[src/rtl/param_seq_mult.sv]
// Sequential shift-add multiplier with signed/unsigned operands.
// One ITER edge per significant multiplier bit, then a FIX edge applies the sign.
module param_seq_mult #(
  parameter int WIDTH = 8
) (
  input  logic               SYS_CLOCK,
  input  logic               FSM_ARESET,
  input  logic               GO,
  input  logic               SIGNED_MODE,
  input  logic [WIDTH-1:0]   A,
  input  logic [WIDTH-1:0]   B,
  output logic [2*WIDTH-1:0] F_REG,
  output logic               BUSY,
  output logic               DONE
);

  localparam int PW = 2 * WIDTH;
  localparam int CW = $clog2(WIDTH + 1);

  typedef enum logic [1:0] {IDLE, ITER, FIX} state_t;

  state_t           state_q, state_d;
  logic [PW-1:0]    mcand_q, mcand_d;
  logic [PW-1:0]    acc_q, acc_d;
  logic [PW-1:0]    f_reg_q, f_reg_d;
  logic [WIDTH-1:0] mplier_q, mplier_d;
  logic [CW-1:0]    cnt_q, cnt_d;
  logic             neg_q, neg_d;
  logic             done_q, done_d;

  logic [WIDTH-1:0] a_mag;
  logic [WIDTH-1:0] b_mag;
  logic [WIDTH-1:0] mplier_shr;

  // Magnitude of the most negative value wraps to 2^(WIDTH-1), which is exact as unsigned.
  assign a_mag      = (SIGNED_MODE && A[WIDTH-1]) ? (~A + WIDTH'(1)) : A;
  assign b_mag      = (SIGNED_MODE && B[WIDTH-1]) ? (~B + WIDTH'(1)) : B;
  assign mplier_shr = mplier_q >> 1;

  always_comb begin
    state_d  = state_q;
    mcand_d  = mcand_q;
    acc_d    = acc_q;
    f_reg_d  = f_reg_q;
    mplier_d = mplier_q;
    cnt_d    = cnt_q;
    neg_d    = neg_q;
    done_d   = 1'b0;
    case (state_q)
      IDLE: begin
        if (GO) begin
          mcand_d  = {{WIDTH{1'b0}}, a_mag};
          mplier_d = b_mag;
          acc_d    = '0;
          neg_d    = SIGNED_MODE & (A[WIDTH-1] ^ B[WIDTH-1]);
          cnt_d    = '0;
          state_d  = (b_mag == '0) ? FIX : ITER;
        end
      end
      ITER: begin
        if (mplier_q[0]) begin
          acc_d = acc_q + mcand_q;
        end
        mcand_d  = mcand_q << 1;
        mplier_d = mplier_shr;
        cnt_d    = cnt_q + CW'(1);
        // Stop as soon as no multiplier bits remain; the count guard bounds it at WIDTH edges.
        if ((mplier_shr == '0) || (cnt_q == CW'(WIDTH - 1))) begin
          state_d = FIX;
        end
      end
      FIX: begin
        f_reg_d = neg_q ? (~acc_q + PW'(1)) : acc_q;
        done_d  = 1'b1;
        state_d = IDLE;
      end
      default: begin
        state_d = IDLE;
      end
    endcase
  end

  always_ff @(posedge SYS_CLOCK) begin
    if (FSM_ARESET) begin
      state_q  <= IDLE;
      mcand_q  <= '0;
      acc_q    <= '0;
      f_reg_q  <= '0;
      mplier_q <= '0;
      cnt_q    <= '0;
      neg_q    <= 1'b0;
      done_q   <= 1'b0;
    end else begin
      state_q  <= state_d;
      mcand_q  <= mcand_d;
      acc_q    <= acc_d;
      f_reg_q  <= f_reg_d;
      mplier_q <= mplier_d;
      cnt_q    <= cnt_d;
      neg_q    <= neg_d;
      done_q   <= done_d;
    end
  end

  assign F_REG = f_reg_q;
  assign DONE  = done_q;
  assign BUSY  = (state_q != IDLE);

endmodule
[config.mk]
export PLATFORM = sky130hd
export DESIGN_NAME = param_seq_mult
export DESIGN_NICKNAME = d
export VERILOG_FILES = /design/src/rtl/param_seq_mult.sv
export SDC_FILE = /design/constraint.sdc
export NUM_CORES = 1
export LEC_CHECK = 0
export ABC_CLOCK_PERIOD_IN_PS = 2910
export CAP_MARGIN = 20
export CORE_MARGIN = 2
export CORE_UTILIZATION = 45
export DETAILED_ROUTE_END_ITERATION = 16
export DONT_BUFFER_PORTS = 1
export PLACE_DENSITY = 0.68
export SLEW_MARGIN = 25
export SYNTH_ARGS = -nofsm -noshare
export SYNTH_HDL_FRONTEND = slang
export SYNTH_SLANG_ARGS = --single-unit
[constraint.sdc]
create_clock -name SYS_CLOCK -period 2.91 [get_ports SYS_CLOCK]
set_input_delay 0.4365 -clock SYS_CLOCK [delete_from_list [all_inputs] [get_ports SYS_CLOCK]]
set_output_delay 0.4365 -clock SYS_CLOCK [all_outputs]
set_load 0.03 [all_outputs]
==> summary.txt <==
Run status
  – Status: completed

Logic synthesis
  – Ys flop type: dfxtp_1
  – Simple-gate share of the synthesized area: 19.6%
  – Complex-gate fraction of the synthesized area: between 20% and 30%
  – Synth top area cells: dfxtp_1, nor2_1, ha_1
  – Synth unique cells: 52
  – Yosys reg bits: 64
  – Synth warn: 0
  – Post-synthesis adder-cell area fraction: 7.10%
  – Multiplexer share of the synthesized area: between 1.5 and 2%
  – Sequential area share after synthesis: about a third
  – Number of synthesized flops with an enable pin: 0
  – Largest family of logic cells by synthesized area: compound AO/OA/AOI/OAI gates
  – Synth Instances: ~450
  – Syn Std Cell Area: ~0.0036 mm2
  – Cell taking the most area after synthesis: dfxtp_1
  – Top cell type's share of synthesized area: approximately a third
  – Synth Area in XOR/XNOR: approximately 8.4%
  – Post-synth ARST share: 0%
  – Syn_nets: around 500
  – Mean Syn Cell Area: 8.10 um2

Global routing
  – Antenna violations before repair: 0
  – Vias in the first global route: about 2900
  – Grt total ovfl: 0
  – Largest net degree at the start of global routing: between 60 and 70
  – Grt met1 use: between 20% and 30%
  – Global-route wire length before repair: 13100 um
  – Grt met3 use: under 10%
  – Layer with the highest usage: met2
  – Met2 global-route usage: 27.9%
  – Gr usage total: a little under a fifth

Worst setup path
  – Path depth of the worst reg2reg path: 10
  – RR Endpoint: acc_q[10]$_SDFFE_PP0P_
  – Slowest stage delay, CP: roughly 0.43 ns
  – CP Launch Point: acc_q[0]$_SDFFE_PP0P_
  – Worst setup SP type: register
  – Reg-to-Reg Start: acc_q[0]$_SDFFE_PP0P_
  – Crit path kind: reg2reg
  – CP most frequent cell: o21ai_0
  – Arr. time, crit path: 2.73 ns
  – Worst Setup EP: acc_q[10]$_SDFFE_PP0P_
  – CP delay by family, top: compound AO/OA/AOI/OAI gates
  – CP Cell Sequence: ha_1 > inv_1 > fa_1 > nor2b_1 > o21ai_0 > a21boi_1 > o21ai_0 > a31oi_1 > nor3_1 > o31ai_1
  – Worst Setup End Kind: register
  – Flop2flop setup slack: between 0.4 and 0.5 ns
  – Critical path depth: 10
  – Worst path buffer plus inverter count: 1
  – Worst Path Required: between 3 and 4 ns
  – Crit path max fanout: 6
  – Critical Path Slowest Stage Cell: dfxtp_1

Route
  – Antenna Nets Post-Route: 0
  – Vias: ~3200
  – Drt pass-1 iters: 5
  – DR WL/cell: approximately 15 um
  – Post-Route WL: around 8000 um
  – Vias per cell: slightly below 6
  – Initial DRC Count: between 200 and 250
  – DRC: 0

STA
  – TNS Setup: 0 ns
  – RSZ-0062 raised after global routing: no
  – Relative slew slack: around 54%
  – Final Worst Setup Slack: ~0.44 ns
  – Hold Slack: roughly 0.16 ns
  – Part of the cycle the worst path needs: approximately 85%
  – Worst slew pin tran: between 0.6 and 0.7 ns
  – FMAX: about 400 MHz
  – Slew Limit Fails: 0
  – Final Skew: roughly 0.0096 ns
  – Final setup vio count: 0
  – Fin. Hold Viols: 0
  – Tmin final: roughly 2.5 ns

Finish
  – Final Core Density: 50.8%
  – Cell Count, Final, Fillers Out: 549
  – Design Area, Final: between 0.003 and 0.004 mm2
  – Share of post-route cells with drive strength above 1: around 5.8%
  – Area delta synth->final: 8.62%
  – Inserted Diodes: 0
  – Nets: 482

Place
  – Post-Place Cells: 533
  – Dpl hpwl: a little under 6000 um
  – Pre-CTS WS: about 0.41 ns
  – Placed Area: 0.00371 mm2
  – Port buffer count: 0
  – GP Congestion: between 0.8 and 0.9

Flow run
  – Max_cap viols: 0

Clock tree
  – Clk slew on worst S/H paths: around 0.080 ns
  – Post-CTS setup buffer count: 0
  – Total clock sinks: 64
  – Maximum clock insertion buffer count: 2
  – CTS tree: done
  – Root Driver: clkbuf_8
  – Cts bufs inserted: 9
  – H-tree Lvls: 3
  – Worst-Skew Late Latency: between 0.3 and 0.4 ns

Floorplan
  – Std-Cell Rows: 32
  – Die area: 0.00880 mm2
  – Die X: approximately 94 um
  – Initial Util: between 40% and 50%
  – Die Y: between 90 and 100 um
  – Core Region: between 0.007 and 0.008 mm2
  – Ports: 38

Min path
  – Worst min-delay path class: in2reg

Power and ir drop
  – Leak: around 1.6 nW
  – Worst VDD drop: between 200 and 300 uV
  – Pwr Total: about 2.2 mW
  – Power Density: around 550 mW/mm2
[repair_timing]
action,in CTS,in global routing
hold buffers,0,0
setup endpoints to repair,0,1
gates resized for setup,0,1
[power by group]
group | internal, mW | switching [mW] | leakage [nW] | total [mW]
combinational | 0.102 | 0.157 | 0.915 | 0.259
sequential | 0.920 | 0.0628 | 0.520 | 0.982
clock | 0.566 | 0.352 | 0.116 | 0.918
total | 1.59 | 0.572 | 1.55 | 2.16
[logic make-up after synthesis]
kind of cell             Yosys count
flip-flops                        64
adder cells (fa/ha/maj)           20
XOR/XNOR                          35
AO/OA/AOI/OAI                    126
buffers and inverters             38
AND/OR/NAND/NOR                  159
multiplexers                       6
[cell usage after synthesis (3+ instances only)]
cell type,n
ha_1,19
nor3_1,11
and3_1,5
mux2i_1,6
nor2_1,80
a222oi_1,4
xnor2_1,17
a21o_1,6
dfxtp_1,64
inv_1,17
nand2b_1,5
o21ai_0,24
nand3_1,5
nor4_1,4
a22oi_1,17
clkbuf_1,18
a21oi_1,23
xor2_1,18
nor2b_1,4
o31ai_1,7
nand2_1,32
a31oi_1,4
a2bb2oi_1,3
a211oi_1,19
[registers in the layout (all words and copies together), names as in the netlist]
register and count:
DONE 1, F_REG 16, acc_q 16, cnt_q 4, mcand_q 16, mplier_q 8
neg_q 1, state_q 2
[layer usage]
layer / share of wire [%] / wire length, um / up-vias
met4: 1.8 / 147 / 0
met5: 0 / 0 / -
met1: 51 / 4110 / 1468
li1: - / - / 1602
met2: 43 / 3430 / 84
met3: 4.4 / 356 / 12
[final cells by class]
class | instances | area, um2
clock buffers | 10 | 128
inverters | 18 | 67.6
well taps | 102 | 128
clock inverters | 6 | 108
repair buffers | 3 | 22.5
flip-flops and latches | 64 | 1280
fillers | 752 | 3820
multi-input cells | 346 | 2210
[layout by cell type (no fill, tap or decap), types with 9 or more instances in the layout]
cell	Yosys	layout
o21ai_0	24	24
nor2_1	80	80
dfxtp_1	64	64
ha_1	19	19
inv_1	17	17
a211oi_1	19	19
clkbuf_8	0	9
xor2_1	18	18
a22oi_1	17	17
xnor2_1	17	17
a21oi_1	23	23
nand2_1	32	32
nor3_1	11	11
[worst min path at each step]
stage                                         from                       end  slack (ns)  depth (start not counted)
final                                   FSM_ARESET    F_REG[14]$_SDFFE_PP0P_        0.16                          1
after CTS                               FSM_ARESET    F_REG[15]$_SDFFE_PP0P_        0.14                          1
after detailed placement  mplier_q[4]$_SDFFE_PP0P_  mplier_q[4]$_SDFFE_PP0P_        0.45                          2
after floorplan           mplier_q[4]$_SDFFE_PP0P_  mplier_q[4]$_SDFFE_PP0P_        0.44                          2
after global routing                    FSM_ARESET    F_REG[14]$_SDFFE_PP0P_        0.15                          1
after global placement    mplier_q[4]$_SDFFE_PP0P_  mplier_q[4]$_SDFFE_PP0P_        0.44                          2
(Power assumes the default switching activity.)
